### config.mk
export PLATFORM = sky130hd
export DESIGN_NAME = fifo_param
export DESIGN_NICKNAME = d
export VERILOG_FILES = /design/src/rtl/fifo_param.sv
export SDC_FILE = /design/constraint.sdc
export NUM_CORES = 1
export LEC_CHECK = 0
export CORE_MARGIN = 10
export CORE_UTILIZATION = 60
export DETAILED_ROUTE_END_ITERATION = 6
export GPL_TIMING_DRIVEN = 1
export PLACE_DENSITY = 0.76
export SLEW_MARGIN = 30
export SYNTH_ARGS = -nofsm -noshare
export SYNTH_HDL_FRONTEND = slang
export SYNTH_SLANG_ARGS = --single-unit
### constraint.sdc
create_clock -name clock_in -period 2.8 [get_ports clock_in]
set_input_delay 0.28 -clock clock_in [delete_from_list [all_inputs] [get_ports clock_in]]
set_output_delay 0.28 -clock clock_in [all_outputs]
set_load 0.005 [all_outputs]
### src/rtl/fifo_param.sv
// Single-clock parameterised FIFO with registered read data and occupancy-derived status flags.
// Optional sticky overflow/underflow flags are built when FIFO_ERR_FLAGS_EN is defined.
module fifo_param #(
    parameter int unsigned WIDTH        = 8,
    parameter int unsigned ADDR_BITS    = 4,
    parameter int unsigned AFULL_LEVEL  = 12,
    parameter int unsigned AEMPTY_LEVEL = 4
) (
    input  logic                 clock_in,
    input  logic                 reset_in,
    input  logic                 write_in,
    input  logic [WIDTH-1:0]     wdata_in,
    input  logic                 read_in,
    output logic [WIDTH-1:0]     rdata_out,
    output logic                 empty_out,
    output logic                 full_out,
    output logic                 almost_empty_out,
    output logic                 almost_full_out,
    output logic [ADDR_BITS:0]   count_out
`ifdef FIFO_ERR_FLAGS_EN
    ,
    output logic                 overflow_out,
    output logic                 underflow_out
`endif
);

    localparam int unsigned DEPTH = 2 ** ADDR_BITS;

    localparam logic [ADDR_BITS:0]   DEPTH_CNT  = (ADDR_BITS + 1)'(DEPTH);
    localparam logic [ADDR_BITS:0]   AFULL_CNT  = (ADDR_BITS + 1)'(AFULL_LEVEL);
    localparam logic [ADDR_BITS:0]   AEMPTY_CNT = (ADDR_BITS + 1)'(AEMPTY_LEVEL);
    localparam logic [ADDR_BITS:0]   CNT_ONE    = (ADDR_BITS + 1)'(1);
    localparam logic [ADDR_BITS-1:0] PTR_ONE    = ADDR_BITS'(1);

    logic [WIDTH-1:0]     mem [DEPTH];
    logic [ADDR_BITS-1:0] wr_ptr_q, wr_ptr_d;
    logic [ADDR_BITS-1:0] rd_ptr_q, rd_ptr_d;
    logic [ADDR_BITS:0]   count_q, count_d;
    logic [WIDTH-1:0]     rdata_q, rdata_d;

    logic rd_accept;
    logic wr_accept;

    // A read frees a slot on the same edge, so a full FIFO can still take a write alongside it.
    assign rd_accept = read_in && (count_q != '0);
    assign wr_accept = write_in && ((count_q != DEPTH_CNT) || rd_accept);

    always_comb begin
        wr_ptr_d = wr_ptr_q;
        rd_ptr_d = rd_ptr_q;
        count_d  = count_q;
        rdata_d  = rdata_q;

        if (wr_accept) begin
            wr_ptr_d = wr_ptr_q + PTR_ONE;
        end
        if (rd_accept) begin
            rd_ptr_d = rd_ptr_q + PTR_ONE;
            rdata_d  = mem[rd_ptr_q];
        end

        unique case ({wr_accept, rd_accept})
            2'b10:   count_d = count_q + CNT_ONE;
            2'b01:   count_d = count_q - CNT_ONE;
            default: count_d = count_q;
        endcase
    end

    always_ff @(posedge clock_in) begin
        if (reset_in) begin
            wr_ptr_q <= '0;
            rd_ptr_q <= '0;
            count_q  <= '0;
            rdata_q  <= '0;
        end else begin
            wr_ptr_q <= wr_ptr_d;
            rd_ptr_q <= rd_ptr_d;
            count_q  <= count_d;
            rdata_q  <= rdata_d;
        end
    end

    // Storage is not reset; stale entries are unreachable once pointers and count are cleared.
    always_ff @(posedge clock_in) begin
        if (!reset_in && wr_accept) begin
            mem[wr_ptr_q] <= wdata_in;
        end
    end

    assign rdata_out        = rdata_q;
    assign count_out        = count_q;
    assign empty_out        = (count_q == '0);
    assign full_out         = (count_q == DEPTH_CNT);
    assign almost_empty_out = (count_q <= AEMPTY_CNT);
    assign almost_full_out  = (count_q >= AFULL_CNT);

`ifdef FIFO_ERR_FLAGS_EN
    logic overflow_q, overflow_d;
    logic underflow_q, underflow_d;

    always_comb begin
        overflow_d  = overflow_q | (write_in & ~wr_accept);
        underflow_d = underflow_q | (read_in & ~rd_accept);
    end

    always_ff @(posedge clock_in) begin
        if (reset_in) begin
            overflow_q  <= 1'b0;
            underflow_q <= 1'b0;
        end else begin
            overflow_q  <= overflow_d;
            underflow_q <= underflow_d;
        end
    end

    assign overflow_out  = overflow_q;
    assign underflow_out = underflow_q;
`endif

endmodule
# After elaboration in Yosys (flattened, before gate mapping)
# Memory sizes are Yosys's and may differ from the RTL's. A register that Yosys moved wholly into a read port is not among the register bits.
# Index checks and enable logic that the tools add are counted.
# classes
n_lt_le_gt_ge	2
n_reduce_logical	8
add_sub_neg	4
n_eq_ne	4
mux	3
# op_table
cell	count
$pmux 5 s2	1
$add 4x1->4 const B	2
$add 5x1->5 const B	1
$eq 5x5->1 const B	1
$ge 5x4->1 const B	1
$le 5x3->1 const B	1
$logic_not 5->1	1
$ne 5x5->1 const B	1
$reduce_bool 5->1	1
$sub 5x1->5 const B	1
$logic_and 1x1->1	3
$eq 2x1->1 const B	1
$eq 2x2->1 const B	1
$mux 1	2
$reduce_bool 2->1	1
$logic_not 1->1	1
$logic_or 1x1->1	1
# word_totals
out_inout_bits	17
wordCells	25
mem_bits_rw	128
regBits	13
input_bits	12
memories	1
# memory_table
name	words	word_bits	rd	rd_ports_with_merged_regs	wr	line_no	source
mem	16	8	1	1	1	35	logic [WIDTH-1:0] mem [DEPTH];

# Depth between registers and ports, before layout
# Gate-level depths: netlist of the first run.
# depth
ltp_word	7
mapped_depth	9
ltp_nobuf	8

# Least setup slack after synthesis of the first run
# OpenSTA, ideal clock, no wires.
# synth_timing
kind	reg-to-reg
startpoint	register count_q[0] (netlist: count_out[0])
endpoint	register count_q[4] (netlist: count_out[4])
required_ps	2666
t_arrival_ps	2269
synth_period_minus_slack_ps	2404
stages_incl_launch_ff	9
setup_ps	134
n_path_buf	0
setup_slack_ps	396
path_cell_list	dfxtp_1 nor4_4 a21o_1 inv_1 fa_1 a21o_1 a21oi_1 mux2i_1 a31oi_1
# synth_via
elab_chain_cells	6
elab_cells_between_ends	11
cone_classes	add/sub: 2; eq/ne: 3; mux: 1; reduce/logical: 5
# synth_rtl
item	line_no	source
start: declaration	38	logic [ADDR_BITS:0] count_q, count_d;
start signal: assignment	78	count_q <= count_d;
$reduce_bool 5->1	45	assign rd_accept = read_in && (count_q != '0);
$logic_and 1x1->1	45	
$logic_or 1x1->1	46	assign wr_accept = write_in && ((count_q != DEPTH_CNT) || rd_accept);
$logic_and 1x1->1	46	
$eq 2x1->1 / $eq 2x2->1 (equally long branches)	62	unique case ({wr_accept, rd_accept})
$pmux 5 s2 / $reduce_bool 2->1 (equally long branches)	n/a	
# Several ways; a longest one is shown, not always the timed one.
# A chain may end at the register's enable or synchronous reset.

# Worst setup path after layout of the first run
# layout_timing
startpoint	register count_q[0] (netlist: count_out[0])
endpoint	output empty_out
# layout_via
elab_chain_cells	1
# layout_rtl
item	line_no	source
$logic_not 5->1	92	assign empty_out = (count_q == '0);
end: declaration	15	output logic empty_out,
# Every way passes these cells.

==> reports/metrics.cfg, run 1 <==
[floorplanning]
die-area_um2 = 14500
initial_core_util = 0.618
row_count = 36
pin_count = 29
die_x_um = 121
core_area_um2 = 9820
die_height_um = 121

[setup_path]
cp_data_required_time_ns = 2.52
cp.arrival_ns = 2.17
r2r_cells = 8
cp.depth = 3
cp.buffers_inverters = 1
crit_family = simple AND/OR/NAND/NOR gates
crit_path_end_kind = primary output
slowest_stage = or4_4
path_class = reg -> out
cp_cell_sequence = or4_4 > nor2_1 > clkdlybuf4s50_1
cp_max_fo = 8
cpPeakStageDelay_ns = 0.61
crit_path_start_kind = flop

[clocking]
cts_num_sinks = 149
cts_setup_buffers = 0
cts_resized = 0
cts_tree = done
clk_pin_slew_ns = 0.06
cts-root-buf = clkbuf_8
hold_buffers = 0
cts_max_level = 4
clk_latency_ns = 0.52
numCtsBuffers = 17
ctsLongestPathBuffers = 2

[timing]
timing.fmax_mhz = 408
rsz0062_at_grt = false
worst_slew_pin_slew_ns = 0.911
finalSetupViolations = 0
finClkSkew_ns = 0.00806
fin_setup_tns_ns = 0
period_share = 0.876
min_period_ns = 2.45
whs_ns = 0.502
slew_headroom = 0.390
hold_viol = 0
drv_slew = 0
fin_ws_ns = 0.347

[routing]
postRouteAntennaNets = 0
viasPerCell = 5.97
drtIter0Drc = 405
drc = 0
vias = 3393
post_drt_wl_per_cell_um = 21.3
drt_wl_total_um = 12100
dr.pass1.iters = 4

[pwr]
p_leak_nw = 2.31
p_per_area_nw_per_um2 = 812
vdd_drop_max_uv = 377

[synthesis]
synth-edff-count = 128
synth_area_um2 = 6060
synth_seq_cells = 149
yosysSeqAreaShare = 0.703
synthFlopType = edfxtp_1
syn_nets = 392
synthTopCellsByArea = edfxtp_1 63%, dfxtp_1 6.9%, mux2i_1 5.9%
async_reset_ff_frac = 0
synth_top_area_cell = edfxtp_1
synth_cells = 371
avgSynthCellArea_um2 = 16.3
synth_cell_types = 45
yosysWarnings = 0
synth.top_cell.area_share = 0.634

[global_routing]
use_met2 = 0.281
antenna_found_initial = 0
gr-usage-all-layers = 0.175
top_usage_layer = met2
grt_pass1_vias = 3501
met1_usage = 0.222
met3_usage = 0.0549
grt-ovfl-total = 0
grt_pass1_wl_um = 19300
grt_max_degree = 41

[placed_design]
dp_slack_ns = 0.245
hpwl_um = 7910
dpl-instance-area_um2 = 6600
gp_congestion = 0.847
io_buffers = 28

[flow_run]
cap_violations = 0

[worst_hold_path]
hold_path.class = reg -> reg
whs_path_depth = 2

[finish]
fillCellCount = 672
layout-drive-gt1-share = 0.179
area_delta_synth_final_pct = 17.6
nNetsFinal = 443
diodes = 0
fin_area_um2 = 7130

[status]
outcome = completed

## sequential cells by signal (all words and copies together), names as in the netlist
| signal | flops |
|---|---|
| wr_ptr_q | 4 |
| rd_ptr_q | 4 |
| rdata_out | 8 |
| mem | 128 |
| count_out | 5 |
## cells in the mapped netlist, types with 3 or more instances
master    count
edfxtp_1    128
nor2_1       43
mux2i_1      36
dfxtp_1      21
mux4_2       16
o22ai_1      16
a22oi_1       8
a311oi_1      8
buf_2         8
ha_1          8
nand2_1       7
a21oi_1       6
nor2b_1       5
nor3_1        5
clkbuf_1      4
inv_1         4
nand3_1       4
nand3b_1      4
xnor2_1       3
xor2_1        3
## area by class of cell
type / instances / area [µm²] / area share
well taps: 133 / 166 / 0.0233
flip-flops and latches: 149 / 4270 / 0.598
clock inverters: 14 / 116 / 0.0163
inverters: 4 / 15.0 / 0.00210
repair buffers: 49 / 450 / 0.0631
clock buffers: 18 / 418 / 0.0586
multi-input cells: 201 / 1700 / 0.239
## path summary, 6_finish.rpt
| path | from | end | slack [ns] |
|---|---|---|---|
| max | count_out[0] | empty_out | 0.35 |
| min | rdata_out[1] | rdata_out[1] | 0.50 |
| max reg2reg | count_out[0] | count_out[4] | 0.42 |
| min reg2reg | rdata_out[1] | rdata_out[1] | 0.50 |
## routing by layer
| layer | vias up | wire [µm] |
|---|---|---|
| li1 | 1563 | - |
| met1 | 1694 | 5100 |
| met2 | 116 | 5940 |
| met3 | 20 | 897 |
| met4 | 0 | 179 |
| met5 | - | 0 |
## cells by family (layout without fill, tap and decap cells)
family / after synthesis / in the layout / synth area share
adder cells (fa/ha/maj): 9 / 9 / 0.0198
flip-flops: 149 / 149 / 0.703
AO/OA/AOI/OAI: 54 / 54 / 0.0660
XOR/XNOR: 6 / 6 / 0.00867
multiplexers: 53 / 53 / 0.121
AND/OR/NAND/NOR: 79 / 79 / 0.0650
buffers and inverters: 21 / 85 / 0.0167
## per-stage QoR
stage               total power, W  std cells  utilization
floorplan                  0.00334        371            -
global placement           0.00377        536        0.672
detailed placement         0.00381        536        0.672
CTS                        0.00583        568        0.727
global route               0.00605        568        0.727
finish                     0.00579        568        0.727
## power breakdown
group	switching, W	total, W	internal [W]
clock	0.000910	0.00202	0.00111
combinational	0.000557	0.00112	0.000563
sequential	0.000132	0.00265	0.00252
total	0.00160	0.00579	0.00419
## worst reg2reg max path, delay by kind of cell (launching register included)
kind	cells	cell delay, ns
AOI/OAI and AO/OA	4	0.73
adders and majority gates	1	0.43
DFF	1	0.41
and+or+nand+nor	1	0.33
muxes	1	0.22
buffers and inverters	1	0.16
## placed cells by master (no fill, tap or decap), types with 2 or more instances in the layout
| master | netlist | routed |
|---|---|---|
| nor2_1 | 43 | 43 |
| buf_4 | 2 | 20 |
| mux4_2 | 16 | 16 |
| inv_1 | 4 | 4 |
| mux2i_1 | 36 | 36 |
| o211ai_1 | 2 | 2 |
| or3_1 | 2 | 2 |
| a311oi_1 | 8 | 8 |
| clkdlybuf4s50_1 | 0 | 28 |
| a21o_1 | 2 | 2 |
| clkbuf_16 | 0 | 16 |
| a21oi_1 | 6 | 6 |
| xor2_1 | 3 | 3 |
| edfxtp_1 | 128 | 128 |
| nor3_1 | 5 | 5 |
| a211o_1 | 2 | 2 |
| nand2b_1 | 2 | 2 |
| nor2b_1 | 5 | 5 |
| clkinv_4 | 0 | 2 |
| a22oi_1 | 8 | 8 |
| xnor2_1 | 3 | 3 |
| nand2_1 | 7 | 7 |
| dfxtp_1 | 21 | 20 |
| inv_6 | 0 | 6 |
| clkinvlp_4 | 0 | 4 |
| o21ai_0 | 2 | 2 |
| ha_1 | 8 | 8 |
| o22ai_1 | 16 | 16 |
| nand3b_1 | 4 | 4 |
| nand3_1 | 4 | 4 |
(Power assumes the default switching activity.)
==> run 2: changes to the inputs <==
--- a/config.mk
+++ b/config.mk
@@ -10,7 +10,7 @@
 export DETAILED_ROUTE_END_ITERATION = 6
 export GPL_TIMING_DRIVEN = 1
 export PLACE_DENSITY = 0.76
-export SLEW_MARGIN = 30
+export SLEW_MARGIN = 25
 export SYNTH_ARGS = -nofsm -noshare
 export SYNTH_HDL_FRONTEND = slang
 export SYNTH_SLANG_ARGS = --single-unit
==> results of run 2 <==
Same layout as run 1: the final DEF is identical, and so are final timing and power.
==> run 3: changes to the inputs <==
--- a/config.mk
+++ b/config.mk
@@ -5,6 +5,7 @@
 export SDC_FILE = /design/constraint.sdc
 export NUM_CORES = 1
 export LEC_CHECK = 0
+export CAP_MARGIN = 15
 export CORE_MARGIN = 10
 export CORE_UTILIZATION = 60
 export DETAILED_ROUTE_END_ITERATION = 6
==> results of run 3 <==
Same layout as run 1: the final DEF is identical, and so are final timing and power.
